$ cat src/rtl/uart_mem_loader.sv
`default_nettype none
// ============================================================================
// Module   : uart_mem_loader
// Purpose  : UART (8N1) receiver that writes received bytes sequentially into
//            a byte-wide data memory from address 0. Optional even-parity
//            checking is enabled by defining UART_PARITY_CHECK_EN.
// Revision : 1.0 - initial release
// ============================================================================
module uart_mem_loader #(
    parameter int          N            = 16,
    parameter int          CLKS_PER_BIT = 434,
    parameter int unsigned LOAD_BYTES   = 65536
) (
    input  logic         clk,
    input  logic         reset,
    input  logic         rx,
    input  logic         load_start,
    output logic         mem_write_en,
    output logic [N-1:0] mem_addr,
    output logic [N-1:0] mem_datain,
    output logic         busy,
    output logic         load_done,
    output logic [N:0]   byte_count,
`ifdef UART_PARITY_CHECK_EN
    output logic         parity_err,
`endif
    output logic         framing_err
);

    localparam int              c_TW      = $clog2(CLKS_PER_BIT);
    localparam logic [c_TW-1:0] c_FULL_M1 = c_TW'(CLKS_PER_BIT - 1);
    localparam logic [c_TW-1:0] c_HALF_M1 = c_TW'(CLKS_PER_BIT / 2 - 1);
    localparam logic [N:0]      c_LOAD    = (N+1)'(LOAD_BYTES);

    typedef enum logic [2:0] {
        R_IDLE   = 3'd0,
        R_START  = 3'd1,
        R_DATA   = 3'd2,
        R_PARITY = 3'd3,
        R_STOP   = 3'd4
    } rx_state_t;

    typedef enum logic [1:0] {
        L_IDLE    = 2'd0,
        L_LOADING = 2'd1,
        L_DONE    = 2'd2
    } ld_state_t;

    // Receiver state
    logic            r_rx_meta, r_rx_sync;
    rx_state_t       r_rx_state, w_rx_state_nx;
    logic [c_TW-1:0] r_timer, w_timer_nx;
    logic [2:0]      r_bit_idx, w_bit_idx_nx;
    logic [7:0]      r_shift, w_shift_nx;
    logic            r_byte_valid, w_byte_valid_nx;
    logic            w_fe_set;
    logic            w_tick;
`ifdef UART_PARITY_CHECK_EN
    logic            r_par_bad, w_par_bad_nx;
    logic            w_pe_set;
    logic            r_pe, w_pe_nx;
`endif

    // Loader state
    ld_state_t       r_ld_state, w_ld_state_nx;
    logic            r_we, w_we_nx;
    logic [N-1:0]    r_addr, w_addr_nx;
    logic [N-1:0]    r_data, w_data_nx;
    logic [N:0]      r_count, w_count_nx, w_count_inc;
    logic            r_fe, w_fe_nx;

    always_ff @(posedge clk) begin
        if (reset) begin
            r_rx_meta    <= 1'b1;
            r_rx_sync    <= 1'b1;
            r_rx_state   <= R_IDLE;
            r_timer      <= '0;
            r_bit_idx    <= '0;
            r_shift      <= '0;
            r_byte_valid <= 1'b0;
`ifdef UART_PARITY_CHECK_EN
            r_par_bad    <= 1'b0;
            r_pe         <= 1'b0;
`endif
            r_ld_state   <= L_IDLE;
            r_we         <= 1'b0;
            r_addr       <= '0;
            r_data       <= '0;
            r_count      <= '0;
            r_fe         <= 1'b0;
        end else begin
            r_rx_meta    <= rx;
            r_rx_sync    <= r_rx_meta;
            r_rx_state   <= w_rx_state_nx;
            r_timer      <= w_timer_nx;
            r_bit_idx    <= w_bit_idx_nx;
            r_shift      <= w_shift_nx;
            r_byte_valid <= w_byte_valid_nx;
`ifdef UART_PARITY_CHECK_EN
            r_par_bad    <= w_par_bad_nx;
            r_pe         <= w_pe_nx;
`endif
            r_ld_state   <= w_ld_state_nx;
            r_we         <= w_we_nx;
            r_addr       <= w_addr_nx;
            r_data       <= w_data_nx;
            r_count      <= w_count_nx;
            r_fe         <= w_fe_nx;
        end
    end

    assign w_tick = (r_timer == '0);

    always_comb begin
        w_rx_state_nx   = r_rx_state;
        w_timer_nx      = r_timer;
        w_bit_idx_nx    = r_bit_idx;
        w_shift_nx      = r_shift;
        w_byte_valid_nx = 1'b0;
        w_fe_set        = 1'b0;
`ifdef UART_PARITY_CHECK_EN
        w_par_bad_nx    = r_par_bad;
        w_pe_set        = 1'b0;
`endif
        if (r_rx_state != R_IDLE && !w_tick)
            w_timer_nx = r_timer - c_TW'(1);
        case (r_rx_state)
            R_IDLE: begin
                if (!r_rx_sync) begin
                    w_rx_state_nx = R_START;
                    w_timer_nx    = c_HALF_M1;
                end
            end
            R_START: begin
                // A start bit that is high at mid-bit is treated as line noise.
                if (w_tick) begin
                    if (!r_rx_sync) begin
                        w_rx_state_nx = R_DATA;
                        w_timer_nx    = c_FULL_M1;
                        w_bit_idx_nx  = '0;
                    end else begin
                        w_rx_state_nx = R_IDLE;
                    end
                end
            end
            R_DATA: begin
                if (w_tick) begin
                    w_shift_nx   = {r_rx_sync, r_shift[7:1]};
                    w_timer_nx   = c_FULL_M1;
                    w_bit_idx_nx = r_bit_idx + 3'd1;
                    if (r_bit_idx == 3'd7) begin
`ifdef UART_PARITY_CHECK_EN
                        w_rx_state_nx = R_PARITY;
`else
                        w_rx_state_nx = R_STOP;
`endif
                    end
                end
            end
`ifdef UART_PARITY_CHECK_EN
            R_PARITY: begin
                if (w_tick) begin
                    w_par_bad_nx  = r_rx_sync ^ (^r_shift);
                    w_pe_set      = r_rx_sync ^ (^r_shift);
                    w_timer_nx    = c_FULL_M1;
                    w_rx_state_nx = R_STOP;
                end
            end
`endif
            R_STOP: begin
                if (w_tick) begin
                    w_rx_state_nx = R_IDLE;
                    if (r_rx_sync) begin
`ifdef UART_PARITY_CHECK_EN
                        w_byte_valid_nx = !r_par_bad;
`else
                        w_byte_valid_nx = 1'b1;
`endif
                    end else begin
                        w_fe_set = 1'b1;
                    end
                end
            end
            default: w_rx_state_nx = R_IDLE;
        endcase
    end

    assign w_count_inc = r_count + (N+1)'(1);

    // load_start has priority over a byte arriving in the same cycle.
    always_comb begin
        w_ld_state_nx = r_ld_state;
        w_we_nx       = 1'b0;
        w_addr_nx     = r_addr;
        w_data_nx     = r_data;
        w_count_nx    = r_count;
        w_fe_nx       = r_fe | w_fe_set;
`ifdef UART_PARITY_CHECK_EN
        w_pe_nx       = r_pe | w_pe_set;
`endif
        if (load_start) begin
            w_ld_state_nx = L_LOADING;
            w_count_nx    = '0;
            w_fe_nx       = 1'b0;
`ifdef UART_PARITY_CHECK_EN
            w_pe_nx       = 1'b0;
`endif
        end else if (r_ld_state == L_LOADING && r_byte_valid) begin
            w_we_nx    = 1'b1;
            w_addr_nx  = r_count[N-1:0];
            w_data_nx  = N'(r_shift);
            w_count_nx = w_count_inc;
            if (w_count_inc == c_LOAD)
                w_ld_state_nx = L_DONE;
        end
    end

    assign mem_write_en = r_we;
    assign mem_addr     = r_addr;
    assign mem_datain   = r_data;
    assign busy         = (r_ld_state == L_LOADING);
    assign load_done    = (r_ld_state == L_DONE);
    assign byte_count   = r_count;
    assign framing_err  = r_fe;
`ifdef UART_PARITY_CHECK_EN
    assign parity_err   = r_pe;
`endif

endmodule
`default_nettype wire

$ cat config.mk
export PLATFORM = sky130hd
export DESIGN_NAME = uart_mem_loader
export DESIGN_NICKNAME = d
export VERILOG_FILES = /design/src/rtl/uart_mem_loader.sv
export SDC_FILE = /design/constraint.sdc
export NUM_CORES = 1
export LEC_CHECK = 0
export ABC_AREA = 1
export CAP_MARGIN = 20
export CORE_UTILIZATION = 43
export DETAILED_ROUTE_END_ITERATION = 12
export GPL_ROUTABILITY_DRIVEN = 0
export PLACE_DENSITY = 0.7
export SYNTH_ARGS = -nofsm -noshare
export SYNTH_HDL_FRONTEND = slang
export SYNTH_SLANG_ARGS = --single-unit
$ cat constraint.sdc
create_clock -name clk -period 2.2 [get_ports clk]
set_clock_uncertainty 0.15 [all_clocks]
set_input_delay 0.44 -clock clk [delete_from_list [all_inputs] [get_ports clk]]
set_output_delay 0.44 -clock clk [all_outputs]
set_load 0.01 [all_outputs]
==> results of run 1 <==
## state kept, by name (all words and copies together) (netlist names), 2 cells and up
name / cells
byte_count: 17
r_shift: 8
r_bit_idx: 3
mem_addr: 16
r_ld_state: 2
mem_datain: 8
r_timer: 9
r_rx_state: 3
## layout make-up
type | count | share of cell area, %
multi-input combinational | 300 | 37.4
tap | 99 | 3.03
inverter | 55 | 5.05
clock buffer | 13 | 3.89
clock inverter | 3 | 1.59
timing repair buffer | 58 | 14.2
sequential | 71 | 34.8
## cells in the final DEF (no fill, tap or decap), types with 3 or more instances in the layout
cell type | synthesis | routed
o21ai_0 | 50 | 50
nand2_1 | 57 | 57
clkdlybuf4s50_1 | 0 | 48
inv_1 | 49 | 49
nand3_1 | 11 | 11
nand4_1 | 5 | 5
nor2_2 | 6 | 7
clkbuf_8 | 0 | 11
ha_1 | 5 | 5
nor2_4 | 4 | 4
a21oi_1 | 34 | 34
dfxtp_1 | 71 | 71
inv_2 | 6 | 6
o211ai_1 | 5 | 5
nand2_2 | 5 | 5
conb_1 | 1 | 8
xor2_1 | 8 | 8
nand3_2 | 4 | 4
o21ai_1 | 3 | 3
nor2_1 | 72 | 71
buf_4 | 8 | 8
nor3_1 | 6 | 6
## metal layers
| metal | vias to the layer above | share of wire [%] | track usage, % |
|---|---|---|---|
| met5 | - | 0 | 0 |
| met3 | 10 | 4.8 | 4.99 |
| met2 | 82 | 45 | 33.9 |
| met4 | 0 | 1.2 | 8.80 |
| met1 | 1376 | 49 | 26.7 |
| li1 | 1506 | - | - |
## logic make-up (layout without fill, tap and decap cells)
family / count (synthesis) / in the layout / share of synthesized area [%]
xor gates and xnor gates: 10 / 10 / 2.69
buffers and inverters: 78 / 129 / 10.4
other: 1 / 8 / 0.115
and+or+nand+nor: 176 / 176 / 24.6
AOI/OAI and AO/OA: 101 / 101 / 16.7
adders and majority gates: 5 / 5 / 1.92
DFF: 71 / 71 / 43.6
## metrics by stage
| stage | util (%) | hold slack [ns] |
|---|---|---|
| 2_1_floorplan | - | 0.239 |
| 3_3_place_gp | 53.0 | 0.254 |
| 5_1_grt | 56.0 | 0.299 |
| 6_report | 56.0 | 0.271 |
| 3_5_place_dp | 53.0 | 0.259 |
| 4_1_cts | 56.0 | 0.275 |
## power groups by stage
stage	sequential [mW]	clock [mW]	combinational (mW)
2_1_floorplan	1.52	0	0.771
5_1_grt	1.52	1.26	1.06
6_report	1.51	1.19	0.941
3_3_place_gp	1.53	0	0.890
4_1_cts	1.51	1.20	0.939
3_5_place_dp	1.54	0	0.928
## worst min path at each step
stage,startpoint,end,slack [ns]
floorplan,r_rx_meta,r_rx_sync,0.24
global placement,r_rx_meta,r_rx_sync,0.25
detailed placement,r_rx_meta,r_rx_sync,0.26
CTS,r_rx_meta,r_rx_sync,0.28
global route,r_rx_meta,r_rx_sync,0.30
finish,r_rx_meta,r_rx_sync,0.27
==> impl_metrics.env, run 1 <==
export IMPL_rows=31
export IMPL_cp_num_buf_inv=1
export IMPL_yosys_most_used_dff="dfxtp_1"
export IMPL_vdd_drop_max_mv=0.368
export IMPL_numClockSinks=71
export IMPL_dp_hpwl_mm=5.37
export IMPL_cts_resized_gates=0
export IMPL_synth_edf_count=0
export IMPL_required_ns=1.61
export IMPL_rsz0062_at_grt="no"
export IMPL_switching_share_pct=32.8
export IMPL_yosys_warnings=0
export IMPL_combinationalPowerShare_pct=25.9
export IMPL_cts_buffers=9
export IMPL_rrSetupSlack_ns=0.28
export IMPL_start_util_pct=44.7
export IMPL_postRouteAntennaNets=0
export IMPL_dp_cells=583
export IMPL_fin_crit_sh_pct=94.7
export IMPL_fmax_mhz=480
export IMPL_drive_gt1_share_pct=11.4
export IMPL_status="completed"
export IMPL_r2r_end="r_ld_state[0]"
export IMPL_end_kind="primary output"
export IMPL_postCtsSetupRepairBufs=0
export IMPL_drc=0
export IMPL_crit_chain="clkdlybuf4s50_1"
export IMPL_p_leak_nw=1.73
export IMPL_drt_wl_total_mm=7.77
export IMPL_syn_cell_area_mm2=0.00326
export IMPL_antenna_found_initial=0
export IMPL_tritoncts="built"
export IMPL_crit_start="byte_count[2]"
export IMPL_gr_total_overflow=0
export IMPL_avgSynthCellArea_um2=7.38
export IMPL_slew_viol_final=0
export IMPL_slowest_delay_ns=0.61
export IMPL_power_frac_seq_pct=41.5
export IMPL_min_path_type="reg -> reg"
export IMPL_finalCriticalPeriod_ns=2.08
export IMPL_ys_seq_elements=71
export IMPL_fp_dieH_um=89.1
export IMPL_fin_ws_ns=0.117
export IMPL_yosysUniqueCellTypes=35
export IMPL_io_buffers=48
export IMPL_area_growth_pct=25.3
export IMPL_tns_ns=0
export IMPL_core_area_mm2=0.00729
export IMPL_via_count=2974
export IMPL_worst_path_max_delay_cell="clkdlybuf4s50_1"
export IMPL_die_area_mm2=0.00794
export IMPL_power_total_mw=3.64
export IMPL_synthTopCellsByCount="72 x nor2_1, 71 x dfxtp_1, 57 x nand2_1, 50 x o21ai_0, 49 x inv_1"
export IMPL_rr_startpoint="byte_count[2]"
export IMPL_synth_area_leader_cell="dfxtp_1"
export IMPL_clk_latency_ns=0.34
export IMPL_crit_family="buffers and inverters"
export IMPL_n_fill_cell=699
export IMPL_grt_pass1_vias=2695
export IMPL_gr_usage_all_layers_pct=20.9
export IMPL_power_density_mw_per_mm2=890
export IMPL_cp_depth=1
export IMPL_preCtsSetupSlack_ns=0.255
export IMPL_die_w_um=89.1
export IMPL_first_pass_iters=4
export IMPL_viasPerCell=4.96
export IMPL_seq_area_frac_synth_pct=43.6
export IMPL_post_synth_top_count_cell="nor2_1"
export IMPL_clk_pin_slew_ns=0.07
export IMPL_cts_hold_buf=0
export IMPL_clkPwrFrac_pct=32.6
export IMPL_cts_max_path_buffers=2
export IMPL_dr_first_iter_drc_count=121
export IMPL_setup_viol=0
export IMPL_switchingPower_mw=1.19
export IMPL_whs_path_depth=1
export IMPL_io_pins=57
export IMPL_synthTopCellsByArea="dfxtp_1 44%, nor2_1 8.3%, o21ai_0 7.7%"
export IMPL_layout_nets=504
export IMPL_internal_power_mw=2.44
export IMPL_cts_root_buf="clkbuf_8"
export IMPL_r2r_cells=11
export IMPL_fin_cells=599
export IMPL_synth_cells=442
export IMPL_place_area_mm2=0.00386
export IMPL_worstSetupPathType="reg -> out"
export IMPL_n_antenna_cell=0
export IMPL_yosysTopAreaCellShare_pct=43.6
export IMPL_finalHoldViolations=0
export IMPL_multi_input_area_mm2=0.00153
export IMPL_async_reset_ff_share_pct=0
export IMPL_wl_per_cell_um=13.0
export IMPL_timing_critical_path_from_type="flop"
export IMPL_grt_max_degree=40
export IMPL_regArea_mm2=0.00142
export IMPL_final_area_mm2=0.00409
export IMPL_htree_levels=3
export IMPL_max_cap_violations=0
export IMPL_arrival_ns=1.49
export IMPL_path_max_fanout=7
export IMPL_grt_first_pass_wirelength_mm=12.6
export IMPL_crit_end="byte_count[2]"
(Power assumes the default switching activity.)
==> inputs of run 2 (changes only) <==
--- a/config.mk
+++ b/config.mk
@@ -9,8 +9,9 @@
 export CAP_MARGIN = 20
 export CORE_UTILIZATION = 43
 export DETAILED_ROUTE_END_ITERATION = 12
-export GPL_ROUTABILITY_DRIVEN = 0
+export GPL_TIMING_DRIVEN = 0
 export PLACE_DENSITY = 0.7
+export REMOVE_ABC_BUFFERS = 1
 export SYNTH_ARGS = -nofsm -noshare
 export SYNTH_HDL_FRONTEND = slang
 export SYNTH_SLANG_ARGS = --single-unit
==> run 2 against run 1 <==
Effect of this change: non-clock buffer count is 6 lower; cell count decreased by 0.83%; first-iteration DRC count is 27% higher; clock-buffer cell count shrank 3; clock power decreased by 12%; core utilization decreased by 0.67 points; flip-flop and latch count is the same; combinational power shrank 0.7%; register-to-register slack got worse by 0.06 ns; sequential power barely moved; largest cell class unchanged.
==> impl_metrics.env, run 2 (synthesized netlist as in run 1, its figures left out) <==
export IMPL_final_common_cell="nor2_1"
export IMPL_gp_congestion=0.827
export IMPL_crit_end="byte_count[2]"
export IMPL_cts_root_buf="clkbuf_8"
export IMPL_drc=0
export IMPL_grt_pass1_vias=2656
export IMPL_r2r_end="r_shift[5]"
export IMPL_core_area_mm2=0.00729
export IMPL_cp_depth=1
export IMPL_dr_first_iter_drc_count=154
export IMPL_fmax_mhz=492
export IMPL_gr_total_overflow=0
export IMPL_crit_start="byte_count[2]"
export IMPL_required_ns=1.61
export IMPL_grt_max_degree=25
export IMPL_tns_ns=0
export IMPL_viasPerCell=4.94
export IMPL_cts_buffers=9
export IMPL_mostFrequentLayoutCells="70 x nor2_1, 69 x dfxtp_1, 57 x nand2_1"
export IMPL_tritoncts="built"
export IMPL_power_density_mw_per_mm2=865
export IMPL_die_w_um=89.1
export IMPL_htree_levels=3
export IMPL_n_fill_cell=710
export IMPL_end_kind="primary output"
export IMPL_slew_viol_final=0
export IMPL_relSlewSlack_pct=46.8
export IMPL_io_buffers=48
export IMPL_p_leak_nw=1.68
export IMPL_max_cap_violations=0
export IMPL_hold_ws_ns=0.271
export IMPL_arrival_ns=1.44
export IMPL_n_antenna_cell=0
export IMPL_die_area_mm2=0.00794
export IMPL_fp_dieH_um=89.1
export IMPL_wl_per_cell_um=12.2
export IMPL_dp_hpwl_mm=5.04
export IMPL_cts_max_path_buffers=2
export IMPL_grt_first_pass_wirelength_mm=12.1
export IMPL_setup_viol=0
export IMPL_clk_pin_slew_ns=0.08
export IMPL_cp_num_buf_inv=1
export IMPL_min_path_type="reg -> reg"
export IMPL_worstSetupPathType="reg -> out"
export IMPL_worst_path_max_delay_cell="clkdlybuf4s50_1"
export IMPL_timing_critical_path_from_type="flop"
export IMPL_layout_nets=499
export IMPL_finalHoldViolations=0
export IMPL_drt_wl_total_mm=7.23
export IMPL_postRouteAntennaNets=0
export IMPL_status="completed"
export IMPL_vdd_drop_max_mv=0.393
export IMPL_first_pass_iters=5
export IMPL_crit_family="buffers and inverters"
export IMPL_fin_crit_sh_pct=92.3
export IMPL_largest_reg_flops=17
export IMPL_area_growth_pct=23.8
export IMPL_crit_chain="clkdlybuf4s50_1"
export IMPL_drive_gt1_share_pct=11.9
export IMPL_via_count=2933
export IMPL_finalCriticalPeriod_ns=2.03
export IMPL_slowest_delay_ns=0.60
export IMPL_io_pins=57
export IMPL_r2r_cells=9
export IMPL_whs_path_depth=1
export IMPL_rsz0062_at_grt="no"
export IMPL_rr_startpoint="r_timer[0]"
export IMPL_numClockSinks=71
export IMPL_rows=31
export IMPL_antenna_found_initial=0
export IMPL_rrSetupSlack_ns=0.22
export IMPL_clk_latency_ns=0.35
export IMPL_worst_pin_slew_ns=0.796
export IMPL_start_util_pct=44.7
export IMPL_gr_usage_all_layers_pct=19.9
export IMPL_path_max_fanout=7
==> run 2: repair_timing <==
| item | 4_1_cts | 5_1_grt |
|---|---|---|
| setup buffers | 2 | 1 |
| hold buffers | 0 | 0 |
| cloned | 1 | 0 |
| gates resized for setup | 7 | 6 |
| pin swaps | 0 | 2 |
| endpoints found under the setup margin | 46 | 34 |
==> run 2: metal layers <==
metal / GRT usage (%) / up-vias / routed length [µm]
li1: - / 1507 / -
met1: 25.2 / 1349 / 3450
met2: 33.3 / 70 / 3330
met3: 5.45 / 7 / 364
met4: 6.06 / 0 / 79
met5: 0 / - / 0
==> run 2: power breakdown <==
part | total [mW] | internal (mW) | switching, mW
Sequential | 1.51 | 1.41 | 0.0987
Clock | 1.05 | 0.532 | 0.516
Combinational | 0.934 | 0.318 | 0.616
Total | 3.49 | 2.26 | 1.23
==> run 2: final cells by class <==
cell class,count,area (µm²),area share [%]
clock buffer,10,128,3.16
clock inverter,6,70.1,1.74
inverter,55,210,5.21
multi-input combinational,300,1550,38.4
sequential,71,1430,35.3
tap,99,124,3.07
timing repair buffer,52,520,12.9
timing repair inverter,1,7.51,0.186
==> run 2: metrics by stage <==
| stage | area, µm² | util, % | cells | setup slack [ns] | power, mW |
|---|---|---|---|---|---|
| finish | 4040 | 55.4 | 594 | 0.168 | 3.49 |
| global route | 4040 | 55.4 | 594 | 0.00655 | 3.71 |
| CTS | 4020 | 55.1 | 593 | 0.0338 | 3.51 |
| detailed placement | 3780 | 51.8 | 574 | -0.495 | 2.44 |
| global placement | 3760 | 51.6 | 573 | -1.58 | 2.40 |
| floorplan | 3160 | - | 426 | -0.494 | 2.26 |
==> run 2: how the worst min path moves through the flow <==
stage                     startpoint  slack, ns         to
after floorplan            r_rx_meta       0.24  r_rx_sync
after global placement     r_rx_meta       0.25  r_rx_sync
after detailed placement   r_rx_meta       0.26  r_rx_sync
after CTS                  r_rx_meta       0.28  r_rx_sync
after global routing       r_rx_meta       0.29  r_rx_sync
final                      r_rx_meta       0.27  r_rx_sync
==> inputs of run 3 (changes only) <==
--- a/config.mk
+++ b/config.mk
@@ -7,10 +7,10 @@
 export LEC_CHECK = 0
 export ABC_AREA = 1
 export CAP_MARGIN = 20
-export CORE_UTILIZATION = 43
+export CORE_UTILIZATION = 45
 export DETAILED_ROUTE_END_ITERATION = 12
 export GPL_TIMING_DRIVEN = 0
-export PLACE_DENSITY = 0.7
+export PLACE_DENSITY = 0.73
 export REMOVE_ABC_BUFFERS = 1
 export SYNTH_ARGS = -nofsm -noshare
 export SYNTH_HDL_FRONTEND = slang
==> run 3 against run 2 <==
Effect of this change: combinational power increased by 2.2%; register-to-register slack about the same; worst setup slack improved by 0.0032 ns; cell area grew 1.1%; first-iteration DRC count shrank 5.2%.
==> impl_metrics.env, run 3 (synthesized netlist as in run 1, its figures left out) <==
export IMPL_status="completed"
export IMPL_required_ns=1.61
export IMPL_io_buffers=48
export IMPL_p_leak_nw=1.70
export IMPL_die_area_mm2=0.00759
export IMPL_relSlewSlack_pct=44.2
export IMPL_cts_root_buf="clkbuf_8"
export IMPL_timing_critical_path_from_type="flop"
export IMPL_rr_startpoint="byte_count[0]"
export IMPL_max_cap_violations=0
export IMPL_end_kind="primary output"
export IMPL_min_delay_start="r_rx_meta"
export IMPL_finalHoldViolations=0
export IMPL_worst_pin_slew_ns=0.838
export IMPL_first_pass_iters=6
export IMPL_clk_pin_slew_ns=0.08
export IMPL_vdd_drop_max_mv=0.421
export IMPL_n_fill_cell=647
export IMPL_start_util_pct=47.2
export IMPL_cts_max_path_buffers=2
export IMPL_core_area_mm2=0.00691
export IMPL_antenna_found_initial=0
export IMPL_drive_gt1_share_pct=12.5
export IMPL_cts_buffers=9
export IMPL_whs_path_depth=1
export IMPL_fp_dieH_um=87.1
export IMPL_fmax_mhz=493
export IMPL_worst_path_max_delay_cell="clkdlybuf4s50_1"
export IMPL_numClockSinks=71
export IMPL_area_growth_pct=25.2
export IMPL_slew_viol_final=0
export IMPL_min_to="r_rx_sync"
export IMPL_crit_chain="clkdlybuf4s50_1"
export IMPL_grt_max_degree=25
export IMPL_layout_nets=500
export IMPL_grt_first_pass_wirelength_mm=12.2
export IMPL_n_antenna_cell=0
export IMPL_cts_hold_buf=0
export IMPL_drt_wl_total_mm=7.27
export IMPL_dp_hpwl_mm=4.89
export IMPL_r2r_end="r_ld_state[0]"
export IMPL_tritoncts="built"
export IMPL_power_total_mw=3.73
export IMPL_r2r_cells=12
export IMPL_slowest_delay_ns=0.60
export IMPL_cp_num_buf_inv=1
export IMPL_rrSetupSlack_ns=0.21
export IMPL_largest_reg_flops=17
export IMPL_tns_ns=0
export IMPL_dr_first_iter_drc_count=146
export IMPL_via_count=2920
export IMPL_gp_congestion=0.860
export IMPL_die_w_um=87.1
export IMPL_postRouteAntennaNets=0
export IMPL_rsz0062_at_grt="no"
export IMPL_clk_latency_ns=0.34
export IMPL_arrival_ns=1.44
export IMPL_regArea_mm2=0.00142
export IMPL_crit_start="byte_count[2]"
export IMPL_grt_pass1_vias=2646
export IMPL_setup_viol=0
export IMPL_mostFrequentLayoutCells="69 x nor2_1, 69 x dfxtp_1, 57 x nand2_1"
export IMPL_fin_crit_sh_pct=92.2
export IMPL_min_path_type="reg -> reg"
export IMPL_power_density_mw_per_mm2=912
export IMPL_worstSetupPathType="reg -> out"
export IMPL_gr_usage_all_layers_pct=20.6
export IMPL_viasPerCell=4.93
export IMPL_wl_per_cell_um=12.3
export IMPL_path_max_fanout=7
export IMPL_io_pins=57
export IMPL_multi_input_area_mm2=0.00155
export IMPL_final_core_util_pct=59.1
export IMPL_htree_levels=3
export IMPL_rows=30
export IMPL_crit_family="buffers and inverters"
export IMPL_hold_ws_ns=0.262
export IMPL_drc=0
export IMPL_gr_total_overflow=0
export IMPL_finalCriticalPeriod_ns=2.03
==> run 3: how the worst max path moves through the flow <==
stage                                to  slack, ns  cells past startpoint
final                     byte_count[2]       0.17                      1
after global routing      r_ld_state[0]       0.01                     12
after CTS                    r_shift[1]      0.006                      9
after detailed placement  byte_count[8]      -0.55                      6
after global placement    mem_datain[7]      -1.56                      7
after floorplan             mem_addr[0]      -0.49                      7
==> run 3: power by group <==
part	total, mW	internal, mW	switching [mW]
logic	0.955	0.332	0.623
registers	1.51	1.41	0.0949
clock network	1.26	0.757	0.508
total	3.73	2.50	1.23
==> run 3: final cells by class <==
| class | count | area share (%) |
|---|---|---|
| well taps | 96 | 2.94 |
| clock inverters | 7 | 2.94 |
| multi-input cells | 300 | 38.1 |
| clock buffers | 9 | 3.03 |
| flip-flops and latches | 71 | 34.9 |
| inverters | 55 | 5.15 |
| repair buffers | 53 | 12.8 |
| repair inverters | 1 | 0.184 |
==> run 3: per-stage QoR <==
step | setup WS [ns] | area (µm²) | instances
after floorplan | -0.494 | 3160 | 426
after global placement | -1.56 | 3760 | 570
after detailed placement | -0.549 | 3770 | 571
after CTS | 0.00638 | 4040 | 588
after global routing | 0.0130 | 4080 | 592
final | 0.172 | 4080 | 592
==> run 3: metal layers <==
layer / share of wire, % / wire length, µm / vias to the layer above / track usage [%]
li1: - / - / 1504 / -
met1: 49 / 3540 / 1342 / 27.1
met2: 45 / 3300 / 62 / 32.9
met3: 3.9 / 286 / 12 / 3.22
met4: 1.8 / 133 / 0 / 10.3
met5: 0 / 0 / - / 0
==> run 3: worst reg2reg max path, cell delays in order (launching register included) <==
cell	delay [ns]
dfxtp_2	0.42
ha_2	0.24
nand3_2	0.11
nor2_4	0.17
nand2_2	0.08
nand2_1	0.07
nand2_1	0.07
nor2_1	0.11
nand2_1	0.07
nor2_2	0.14
nand3_2	0.10
nand2_1	0.09
a21oi_2	0.05
==> run 3: what timing repair did <==
item,in CTS,in global routing
setup endpoints to repair,47,24
buffers inserted,0,4
endpoints found under the hold margin,0,0
resized for setup,7,6
pin swaps,0,2
cloned,1,0
